[src/rtl/rv32i_mem_arbiter_if.sv]
// Bundle of fetch, data and memory-side signals around the unified-memory arbiter.
// slave: the arbiter's view; master: the pipeline/memory environment's view.
interface rv32i_mem_arbiter_if #(
  parameter int ADDR_W = 32,
  parameter int DATA_W = 32
);
  localparam int BE_W = DATA_W / 8;

  logic              if_req_i;
  logic [ADDR_W-1:0] if_addr_i;
  logic              if_gnt_o;
  logic              if_rvalid_o;
  logic [DATA_W-1:0] if_rdata_o;

  logic              d_req_i;
  logic              d_we_i;
  logic [BE_W-1:0]   d_be_i;
  logic [ADDR_W-1:0] d_addr_i;
  logic [DATA_W-1:0] d_wdata_i;
  logic              d_gnt_o;
  logic              d_rvalid_o;
  logic [DATA_W-1:0] d_rdata_o;

  logic              mem_req_o;
  logic              mem_we_o;
  logic [BE_W-1:0]   mem_be_o;
  logic [ADDR_W-1:0] mem_addr_o;
  logic [DATA_W-1:0] mem_wdata_o;
  logic [DATA_W-1:0] mem_rdata_i;
  logic              mem_ready_i;

  logic              bus_err_o;

  modport slave (
    input  if_req_i, if_addr_i,
    input  d_req_i, d_we_i, d_be_i, d_addr_i, d_wdata_i,
    input  mem_rdata_i, mem_ready_i,
    output if_gnt_o, if_rvalid_o, if_rdata_o,
    output d_gnt_o, d_rvalid_o, d_rdata_o,
    output mem_req_o, mem_we_o, mem_be_o, mem_addr_o, mem_wdata_o,
    output bus_err_o
  );

  modport master (
    output if_req_i, if_addr_i,
    output d_req_i, d_we_i, d_be_i, d_addr_i, d_wdata_i,
    output mem_rdata_i, mem_ready_i,
    input  if_gnt_o, if_rvalid_o, if_rdata_o,
    input  d_gnt_o, d_rvalid_o, d_rdata_o,
    input  mem_req_o, mem_we_o, mem_be_o, mem_addr_o, mem_wdata_o,
    input  bus_err_o
  );
endinterface

[src/rtl/rv32i_mem_arbiter.sv]
// Single-outstanding arbiter sharing one memory between fetch and MEM-stage data ports.
// Define RV32I_ARB_STARVE_GUARD_EN to force a fetch grant after MAX_DATA_STREAK data grants.
module rv32i_mem_arbiter #(
  parameter int ADDR_W          = 32,
  parameter int DATA_W          = 32,
  parameter int TIMEOUT         = 16,
  parameter int MAX_DATA_STREAK = 4
) (
  input logic                 clk_i,
  input logic                 resetn_i,
  rv32i_mem_arbiter_if.slave  bus
);
  localparam int BE_W  = DATA_W / 8;
  localparam int TMO_W = (TIMEOUT > 0) ? $clog2(TIMEOUT + 1) : 1;
  localparam logic [TMO_W-1:0]  TMO_LIMIT = TMO_W'(TIMEOUT);
  localparam logic [DATA_W-1:0] NOP_INSN  = DATA_W'(32'h0000_0013);

  typedef enum logic {IDLE, BUSY} state_t;
  typedef enum logic [1:0] {OWN_NONE, OWN_FETCH, OWN_DATA} owner_t;

  state_t            state_reg, state_next;
  owner_t            owner_reg, owner_next;
  logic [TMO_W-1:0]  tmo_cnt_reg, tmo_cnt_next;
  logic              we_reg, we_next;
  logic [BE_W-1:0]   be_reg, be_next;
  logic [ADDR_W-1:0] addr_reg, addr_next;
  logic [DATA_W-1:0] wdata_reg, wdata_next;
  logic              if_rvalid_reg, if_rvalid_next;
  logic [DATA_W-1:0] if_rdata_reg, if_rdata_next;
  logic              d_rvalid_reg, d_rvalid_next;
  logic [DATA_W-1:0] d_rdata_reg, d_rdata_next;
  logic              bus_err_reg, bus_err_next;

  logic timeout_hit, complete, arb_open, starve_fetch, d_gnt, if_gnt;

  assign timeout_hit = (TIMEOUT != 0) && (state_reg == BUSY) && (tmo_cnt_reg == TMO_LIMIT);
  assign complete    = (state_reg == BUSY) && (bus.mem_ready_i || timeout_hit);
  assign arb_open    = (state_reg == IDLE) || complete;
  assign d_gnt       = arb_open && bus.d_req_i && !starve_fetch;
  assign if_gnt      = arb_open && bus.if_req_i && !d_gnt;

`ifdef RV32I_ARB_STARVE_GUARD_EN
  localparam int STRK_W = (MAX_DATA_STREAK > 0) ? $clog2(MAX_DATA_STREAK + 1) : 1;
  logic [STRK_W-1:0] streak_reg, streak_next;

  // Data keeps priority until fetch has watched MAX_DATA_STREAK data grants in a row.
  assign starve_fetch = (streak_reg == STRK_W'(MAX_DATA_STREAK)) && bus.if_req_i && bus.d_req_i;

  always_comb begin
    streak_next = streak_reg;
    if (if_gnt || !bus.if_req_i) begin
      streak_next = '0;
    end else if (d_gnt) begin
      streak_next = streak_reg + 1'b1;
    end
  end

  always_ff @(posedge clk_i or negedge resetn_i) begin
    if (!resetn_i) begin
      streak_reg <= '0;
    end else begin
      streak_reg <= streak_next;
    end
  end
`else
  assign starve_fetch = 1'b0;
`endif

  always_comb begin
    state_next     = state_reg;
    owner_next     = owner_reg;
    tmo_cnt_next   = tmo_cnt_reg;
    we_next        = we_reg;
    be_next        = be_reg;
    addr_next      = addr_reg;
    wdata_next     = wdata_reg;
    if_rvalid_next = 1'b0;
    if_rdata_next  = if_rdata_reg;
    d_rvalid_next  = 1'b0;
    d_rdata_next   = d_rdata_reg;
    bus_err_next   = bus_err_reg;

    if (complete) begin
      state_next = IDLE;
      owner_next = OWN_NONE;
      // A real ready wins over a timeout landing in the same cycle.
      if (owner_reg == OWN_FETCH) begin
        if_rvalid_next = 1'b1;
        if_rdata_next  = bus.mem_ready_i ? bus.mem_rdata_i : NOP_INSN;
      end else if (owner_reg == OWN_DATA) begin
        d_rvalid_next = 1'b1;
        d_rdata_next  = (we_reg || !bus.mem_ready_i) ? '0 : bus.mem_rdata_i;
      end
      if (!bus.mem_ready_i) begin
        bus_err_next = 1'b1;
      end
    end else if (state_reg == BUSY) begin
      tmo_cnt_next = tmo_cnt_reg + 1'b1;
    end

    if (d_gnt) begin
      state_next   = BUSY;
      owner_next   = OWN_DATA;
      tmo_cnt_next = '0;
      we_next      = bus.d_we_i;
      be_next      = bus.d_be_i;
      addr_next    = bus.d_addr_i;
      wdata_next   = bus.d_wdata_i;
    end else if (if_gnt) begin
      state_next   = BUSY;
      owner_next   = OWN_FETCH;
      tmo_cnt_next = '0;
      we_next      = 1'b0;
      be_next      = '0;
      addr_next    = bus.if_addr_i;
      wdata_next   = '0;
    end
  end

  always_ff @(posedge clk_i or negedge resetn_i) begin
    if (!resetn_i) begin
      state_reg     <= IDLE;
      owner_reg     <= OWN_NONE;
      tmo_cnt_reg   <= '0;
      we_reg        <= 1'b0;
      be_reg        <= '0;
      addr_reg      <= '0;
      wdata_reg     <= '0;
      if_rvalid_reg <= 1'b0;
      if_rdata_reg  <= '0;
      d_rvalid_reg  <= 1'b0;
      d_rdata_reg   <= '0;
      bus_err_reg   <= 1'b0;
    end else begin
      state_reg     <= state_next;
      owner_reg     <= owner_next;
      tmo_cnt_reg   <= tmo_cnt_next;
      we_reg        <= we_next;
      be_reg        <= be_next;
      addr_reg      <= addr_next;
      wdata_reg     <= wdata_next;
      if_rvalid_reg <= if_rvalid_next;
      if_rdata_reg  <= if_rdata_next;
      d_rvalid_reg  <= d_rvalid_next;
      d_rdata_reg   <= d_rdata_next;
      bus_err_reg   <= bus_err_next;
    end
  end

  assign bus.if_gnt_o    = if_gnt;
  assign bus.if_rvalid_o = if_rvalid_reg;
  assign bus.if_rdata_o  = if_rdata_reg;
  assign bus.d_gnt_o     = d_gnt;
  assign bus.d_rvalid_o  = d_rvalid_reg;
  assign bus.d_rdata_o   = d_rdata_reg;
  assign bus.mem_req_o   = (state_reg == BUSY);
  assign bus.mem_we_o    = we_reg;
  assign bus.mem_be_o    = be_reg;
  assign bus.mem_addr_o  = addr_reg;
  assign bus.mem_wdata_o = wdata_reg;
  assign bus.bus_err_o   = bus_err_reg;
endmodule

[src/flat_wrapper.sv]
// flat-port wrapper written by rule: the top's interface ports become plain ports
module rv32i_mem_arbiter_flat 
#(
  parameter int ADDR_W          = 32,
  parameter int DATA_W          = 32,
  parameter int TIMEOUT         = 16,
  parameter int MAX_DATA_STREAK = 4
)
  (clk_i, resetn_i, bus_if_req_i, bus_if_addr_i, bus_d_req_i, bus_d_we_i, bus_d_be_i, bus_d_addr_i, bus_d_wdata_i, bus_mem_rdata_i, bus_mem_ready_i, bus_if_gnt_o, bus_if_rvalid_o, bus_if_rdata_o, bus_d_gnt_o, bus_d_rvalid_o, bus_d_rdata_o, bus_mem_req_o, bus_mem_we_o, bus_mem_be_o, bus_mem_addr_o, bus_mem_wdata_o, bus_bus_err_o);
  rv32i_mem_arbiter_if #(.ADDR_W(ADDR_W), .DATA_W(DATA_W)) bus_i ();
  input logic clk_i;
  input logic resetn_i;
  input wire logic [$bits(bus_i.if_req_i)-1:0] bus_if_req_i;
  input wire logic [$bits(bus_i.if_addr_i)-1:0] bus_if_addr_i;
  input wire logic [$bits(bus_i.d_req_i)-1:0] bus_d_req_i;
  input wire logic [$bits(bus_i.d_we_i)-1:0] bus_d_we_i;
  input wire logic [$bits(bus_i.d_be_i)-1:0] bus_d_be_i;
  input wire logic [$bits(bus_i.d_addr_i)-1:0] bus_d_addr_i;
  input wire logic [$bits(bus_i.d_wdata_i)-1:0] bus_d_wdata_i;
  input wire logic [$bits(bus_i.mem_rdata_i)-1:0] bus_mem_rdata_i;
  input wire logic [$bits(bus_i.mem_ready_i)-1:0] bus_mem_ready_i;
  output wire logic [$bits(bus_i.if_gnt_o)-1:0] bus_if_gnt_o;
  output wire logic [$bits(bus_i.if_rvalid_o)-1:0] bus_if_rvalid_o;
  output wire logic [$bits(bus_i.if_rdata_o)-1:0] bus_if_rdata_o;
  output wire logic [$bits(bus_i.d_gnt_o)-1:0] bus_d_gnt_o;
  output wire logic [$bits(bus_i.d_rvalid_o)-1:0] bus_d_rvalid_o;
  output wire logic [$bits(bus_i.d_rdata_o)-1:0] bus_d_rdata_o;
  output wire logic [$bits(bus_i.mem_req_o)-1:0] bus_mem_req_o;
  output wire logic [$bits(bus_i.mem_we_o)-1:0] bus_mem_we_o;
  output wire logic [$bits(bus_i.mem_be_o)-1:0] bus_mem_be_o;
  output wire logic [$bits(bus_i.mem_addr_o)-1:0] bus_mem_addr_o;
  output wire logic [$bits(bus_i.mem_wdata_o)-1:0] bus_mem_wdata_o;
  output wire logic [$bits(bus_i.bus_err_o)-1:0] bus_bus_err_o;
  assign bus_i.if_req_i = bus_if_req_i;
  assign bus_i.if_addr_i = bus_if_addr_i;
  assign bus_i.d_req_i = bus_d_req_i;
  assign bus_i.d_we_i = bus_d_we_i;
  assign bus_i.d_be_i = bus_d_be_i;
  assign bus_i.d_addr_i = bus_d_addr_i;
  assign bus_i.d_wdata_i = bus_d_wdata_i;
  assign bus_i.mem_rdata_i = bus_mem_rdata_i;
  assign bus_i.mem_ready_i = bus_mem_ready_i;
  assign bus_if_gnt_o = bus_i.if_gnt_o;
  assign bus_if_rvalid_o = bus_i.if_rvalid_o;
  assign bus_if_rdata_o = bus_i.if_rdata_o;
  assign bus_d_gnt_o = bus_i.d_gnt_o;
  assign bus_d_rvalid_o = bus_i.d_rvalid_o;
  assign bus_d_rdata_o = bus_i.d_rdata_o;
  assign bus_mem_req_o = bus_i.mem_req_o;
  assign bus_mem_we_o = bus_i.mem_we_o;
  assign bus_mem_be_o = bus_i.mem_be_o;
  assign bus_mem_addr_o = bus_i.mem_addr_o;
  assign bus_mem_wdata_o = bus_i.mem_wdata_o;
  assign bus_bus_err_o = bus_i.bus_err_o;
  rv32i_mem_arbiter #(.ADDR_W(ADDR_W), .DATA_W(DATA_W), .TIMEOUT(TIMEOUT), .MAX_DATA_STREAK(MAX_DATA_STREAK)) u_core (.clk_i(clk_i), .resetn_i(resetn_i), .bus(bus_i));
endmodule
[config.mk]
export PLATFORM = sky130hd
export DESIGN_NAME = rv32i_mem_arbiter_flat
export DESIGN_NICKNAME = d
export VERILOG_FILES = /design/src/rtl/rv32i_mem_arbiter_if.sv /design/src/rtl/rv32i_mem_arbiter.sv /design/src/flat_wrapper.sv
export SDC_FILE = /design/constraint.sdc
export NUM_CORES = 1
export LEC_CHECK = 0
export CAP_MARGIN = 30
export CELL_PAD_IN_SITES_DETAIL_PLACEMENT = 1
export CELL_PAD_IN_SITES_GLOBAL_PLACEMENT = 2
export CORE_UTILIZATION = 27
export DETAILED_ROUTE_END_ITERATION = 10
export PLACE_DENSITY_LB_ADDON = 0.1
export SYNTH_ARGS = -nofsm -noshare
export SYNTH_HDL_FRONTEND = slang
export SYNTH_SLANG_ARGS = --single-unit
[constraint.sdc]
create_clock -name clk_i -period 2.55 [get_ports clk_i]
set_input_delay 0.51 -clock clk_i [delete_from_list [all_inputs] [get_ports clk_i]]
set_output_delay 0.51 -clock clk_i [all_outputs]
set_load 0.05 [all_outputs]
* After elaboration in Yosys (flattened, before gate mapping)
Index checks and enable logic that the tools add are counted.
** Storage, ports and cells
- Register bits :: 144
- Input port bits :: 138
- Output and inout port bits :: 139
- Logic and storage cells :: 62
** Operators by class
- Add/subtract/negate cells :: 1
- Equal/unequal tests :: 4
- Mux-type cells :: 25
- Bitwise gates (word level) :: 3
- Reduce and logical (&&, ||, !) cells :: 17
** Operators with widths (count)
- two-way mux 32 bit :: 6
- two-way mux 5 bit :: 4
- two-way mux 1 bit :: 10
- two-way mux 4 bit :: 2
- two-way mux 2 bit :: 3
- AND reduction 2 bit :: 3
- nonzero test 3 bit :: 2
- adder 5 x 1 -> 5 bit, second input constant :: 1
- == test 5 bit, second input constant :: 1
- logical AND 1 bit :: 5
- logical OR 1 bit :: 3
- != test 3 bit, second input constant :: 1
- NOT 1 bit :: 3
- AND reduction 3 bit :: 1
- == test 2 x 1 -> 1 bit, second input constant :: 1
- == test 2 bit, second input constant :: 1
- logical NOT 1 bit :: 2
- nonzero test 2 bit :: 1

* Depth between registers and ports, before layout
- Depth after elaboration :: 10
- Gate-level depth with buffers :: 8
- Mapped depth without buffers :: 6

* Worst setup path after synthesis
Ideal clock, no wire load.
- Kind :: register to output
- From :: register u_core.state_reg, in the netlist u_core.bus.mem_req_o
- To :: output port bus_if_gnt_o
- Arrival :: 1.568 ns
- Data required time :: 2.040 ns
- Setup slack :: 0.472 ns
- Cell stages (with the launch flop) :: 5
- Path buffers :: 1
- Path through :: dfrtp_1 and2b_1 buf_4 nand2_1 and2_1
** On the way
- Word-level cells in the longest chain between the ends :: 7
- Elaborated cells on any way between the ends :: 9
- Those cells by class :: bitwise (1); reduce/logical (8)
** Ends and longest elaborated chain
- start: declaration :: line rv32i_mem_arbiter.sv:21 : state_t state_reg, state_next;
- start signal: assignment :: line rv32i_mem_arbiter.sv:135 : state_reg <= state_next;
- logical AND 1 bit :: line rv32i_mem_arbiter.sv:36 : assign timeout_hit = (TIMEOUT != 0) && (state_reg == BUSY) && (tmo_cnt_reg == TMO_LIMIT);
- logical OR 1 bit :: line rv32i_mem_arbiter.sv:37 : assign complete = (state_reg == BUSY) && (bus.mem_ready_i || timeout_hit);
- logical AND 1 bit :: line rv32i_mem_arbiter.sv:37
- logical OR 1 bit * :: line rv32i_mem_arbiter.sv:38 : assign arb_open = (state_reg == IDLE) || complete;
- logical AND 1 bit :: line rv32i_mem_arbiter.sv:39 : assign d_gnt = arb_open && bus.d_req_i && !starve_fetch;
- logical NOT 1 bit :: line rv32i_mem_arbiter.sv:40 : assign if_gnt = arb_open && bus.if_req_i && !d_gnt;
- logical AND 1 bit * :: line rv32i_mem_arbiter.sv:40
- end: declaration :: line flat_wrapper.sv:22 : output wire logic [$bits(bus_i.if_gnt_o)-1:0] bus_if_gnt_o;
Mark *: on every way between the ends. The rest lies on a longest branch, timed or not.

* Worst setup path after layout
- From :: register u_core.tmo_cnt_reg[0]
- To :: output port bus_if_gnt_o
** On the way
- Word-level cells in the longest chain between the ends :: 8
- Elaborated cells on any way between the ends :: 9
- Those cells by class :: eq/ne (1); reduce/logical (8)
** Ends and longest elaborated chain
- start: declaration :: line rv32i_mem_arbiter.sv:23 : logic [TMO_W-1:0] tmo_cnt_reg, tmo_cnt_next;
- start signal: assignment :: line rv32i_mem_arbiter.sv:137 : tmo_cnt_reg <= tmo_cnt_next;
- == test 5 bit * :: line rv32i_mem_arbiter.sv:36
- logical AND 1 bit * :: line rv32i_mem_arbiter.sv:36
- logical OR 1 bit * :: line rv32i_mem_arbiter.sv:37
- logical AND 1 bit * :: line rv32i_mem_arbiter.sv:37
- logical OR 1 bit * :: line rv32i_mem_arbiter.sv:38
- logical AND 1 bit :: line rv32i_mem_arbiter.sv:39
- logical NOT 1 bit :: line rv32i_mem_arbiter.sv:40
- logical AND 1 bit * :: line rv32i_mem_arbiter.sv:40
Marked as above.

==> metrics <==
LEAKAGE roughly 4.0 nW; crit path to bus_if_gnt_o; clock sink count around 140; DR iter-0 viols around 320; GRT Residual Overflow 0; register area between 3000 and 4000 sq um; DP HPWL roughly 15000 microns; Final WS setup about 0.14 ns; Crit path depth 6; layout cells sized above 1 a little under a tenth; total wire length 22530 microns; max_slew headroom between 40% and 50%; outcome complete, no violations; post-synthesis area per instance between 10 and 15 sq um; RSZ-0062 raised after global routing false; Reg-to-Reg Start u_core.tmo_cnt_reg[0]; Worst Hold Class in2async; maximum VDD drop between 0.0004 and 0.0005 V; sequential area share after synthesis roughly 58%; Max H-tree Level 4; wire per inst 20.96 microns; Crit-path slowest cell dfrtp_1; io pins ~280; CTS tree yes; Gate Count Post-Synth 520; clock tree buffer depth 2; Chip Width about 150 microns; min Tclk post-route about 2.4 ns; Die Ht approximately 150 microns; DRC violations left 0; Max stage delay on crit path approximately 0.4 ns; Place WS about 0.29 ns; largest net degree at the start of global routing 76; Worst path top cell family by delay simple AND/OR/NAND/NOR gates; Power per Cell Area ~940 nW/um^2; hold buffers post-CTS 0; antenna cells 0; synth top area cells dfrtp_1, o211ai_1, a32o_1, a22o_1, nand4_1; Post-Syn Area slightly above 6000 sq um; Die Area 23660 sq um; FF+latch count, synth 144; Post-CTS Resized 0; setup TNS 0 ns; vias in the first global route around 6000; clk slew on worst S/H paths around 0.070 ns; Initial Util between 20% and 30%; area of the multi-input gates 2307 sq um; CP Class reg2out; critical-path cell list inv_1, ha_1, nand4bb_4, nand2_1, and2_1, buf_12; Peak Freq ~410 MHz; CP max FO 5; Buffers on Ports 276; vias per inst roughly 5.3; max cap viols 0; post-synth cell types 37; r2r setup slk about 0.31 ns; area delta synth->final 58.07%; CP arrival 1.90 ns; ANT nets after route 0; Core ar. around 23000 sq um; Post CTS Setup Buffer Count 0; first-pass iteration count of the detailed router 4; GPL Wtd Cong between 0.7 and 0.8; FF-to-FF path depth 6; Yosys warning total 0; syn nets 660; top-area cell type share of the netlist area around 58%; Worst Skew roughly 0.011 ns; clk_lat worst skew 0.42 ns; detailed-route via count between 5000 and 6000; # setup viols final 0; reg2reg end u_core.tmo_cnt_reg[4]; Startpoint Class register; Std-Cell Rows 55; initial antenna violation count 0; fin. max-slew vios 0; CTS buffer count 17; first-pass GRT wire length approximately 36000 microns; CTS root buffer clkbuf_16; Global Route Usage Sum a little under 20%; WP buf/inv 2; Crit. End Element output pin; Post-layout nets between 900 and 1000; Final period util between 90% and 100%; origin of the worst setup path u_core.tmo_cnt_reg[0]; fillers 2396; CP Data Required Time around 2 ns; Worst-Margin Slew ~0.78 ns; leading area contributor after synthesis dfrtp_1; Fin. Hold Viols 0
-- area by class of cell --
| class | instances | area share, % |
|---|---|---|
| sequential | 144 | 36.64 |
| timing repair buffer | 299 | 30.39 |
| clock inverter | 13 | 1.018 |
| multi-input combinational | 308 | 23.46 |
| inverter | 7 | 0.2671 |
| tap | 285 | 3.625 |
| clock buffer | 19 | 4.605 |
-- worst reg2reg max path: cells and delay by family, from the launching register on --
family / cells / cell delay, ns
flops: 1 / 0.41
compound gates: 2 / 0.48
fa+ha+maj: 1 / 0.22
simple gates: 1 / 0.51
buf+inv: 2 / 0.55
-- per-stage QoR --
| stage | area, sq um | power, mW | util [%] | instances | hold slack [ns] |
|---|---|---|---|---|---|
| floorplan | 6222 | 5.405 | - | 520 | 0.2144 |
| global placement | 9263 | 6.897 | 40.91 | 1042 | 0.4573 |
| detailed placement | 9263 | 6.957 | 40.91 | 1042 | 0.4765 |
| CTS | 9816 | 9.376 | 43.35 | 1074 | 0.1591 |
| global route | 9836 | 9.663 | 43.44 | 1075 | 0.1495 |
| finish | 9836 | 9.251 | 43.44 | 1075 | 0.1152 |
-- cell usage after synthesis --
master	n
o21ai_0	5
a21oi_1	1
a31o_2	2
buf_2	25
o22a_1	3
inv_1	6
inv_2	1
clkbuf_1	21
a21boi_2	1
nand3_1	38
o221ai_1	1
dfrtp_1	144
xor2_1	1
and2_1	3
buf_4	6
or3_1	3
a211o_4	1
o22ai_4	1
ha_1	2
and2b_1	1
nor4bb_1	2
nand4bb_4	1
a32o_1	48
a22o_1	50
nand4_1	33
o21ai_2	1
buf_6	6
buf_1	3
o211ai_1	66
nand2b_1	2
and3b_1	1
nor2_1	1
nor2b_1	1
nand2_1	36
and3_1	1
nor2_2	1
nand4b_1	1
-- power by group --
group / internal [mW] / switching (mW) / total [mW]
Clock: 1.31 / 1.05 / 2.36
Sequential: 2.77 / 0.312 / 3.08
Combinational: 1.38 / 2.43 / 3.81
Total: 5.47 / 3.79 / 9.25
-- cell usage in the layout (no fill, tap or decap), drive strengths merged, types with 19 or more instances in the layout --
| cell type | synthesis | final |
|---|---|---|
| a22o | 50 | 50 |
| a32o | 48 | 48 |
| buf | 40 | 27 |
| clkbuf | 21 | 19 |
| clkdlybuf4s50 | 0 | 272 |
| dfrtp | 144 | 144 |
| nand2 | 36 | 36 |
| nand3 | 38 | 38 |
| nand4 | 33 | 33 |
| o211ai | 66 | 66 |
-- worst min-delay path by stage --
stage / start / endpoint / cells past startpoint
floorplan: resetn_i / u_core.bus.bus_err_o / 0
global placement: u_core.bus.bus_err_o / u_core.bus.bus_err_o / 1
detailed placement: u_core.bus.bus_err_o / u_core.bus.bus_err_o / 1
CTS: resetn_i / u_core.bus.d_rvalid_o / 1
global route: resetn_i / u_core.bus.d_rvalid_o / 1
finish: resetn_i / u_core.bus.d_rvalid_o / 1
-- cell families (layout without fill, tap and decap cells) --
logic type / Yosys count / after routing / synth area share [%]
compound gates: 180 / 180 / 24.98
flops: 144 / 144 / 57.91
simple gates: 125 / 125 / 10.88
buf+inv: 68 / 338 / 5.691
fa+ha+maj: 2 / 2 / 0.4021
xor+xnor: 1 / 1 / 0.1408
-- layer usage --
| layer | GRT usage, % | vias up | part of all wire, % |
|---|---|---|---|
| met5 | 0 | - | 0 |
| met4 | 3.952 | 0 | 0.68 |
| met3 | 6.342 | 8 | 6.4 |
| met2 | 31.80 | 195 | 49 |
| met1 | 25.61 | 2921 | 44 |
| li1 | - | 2556 | - |
(Power assumes the default switching activity.)
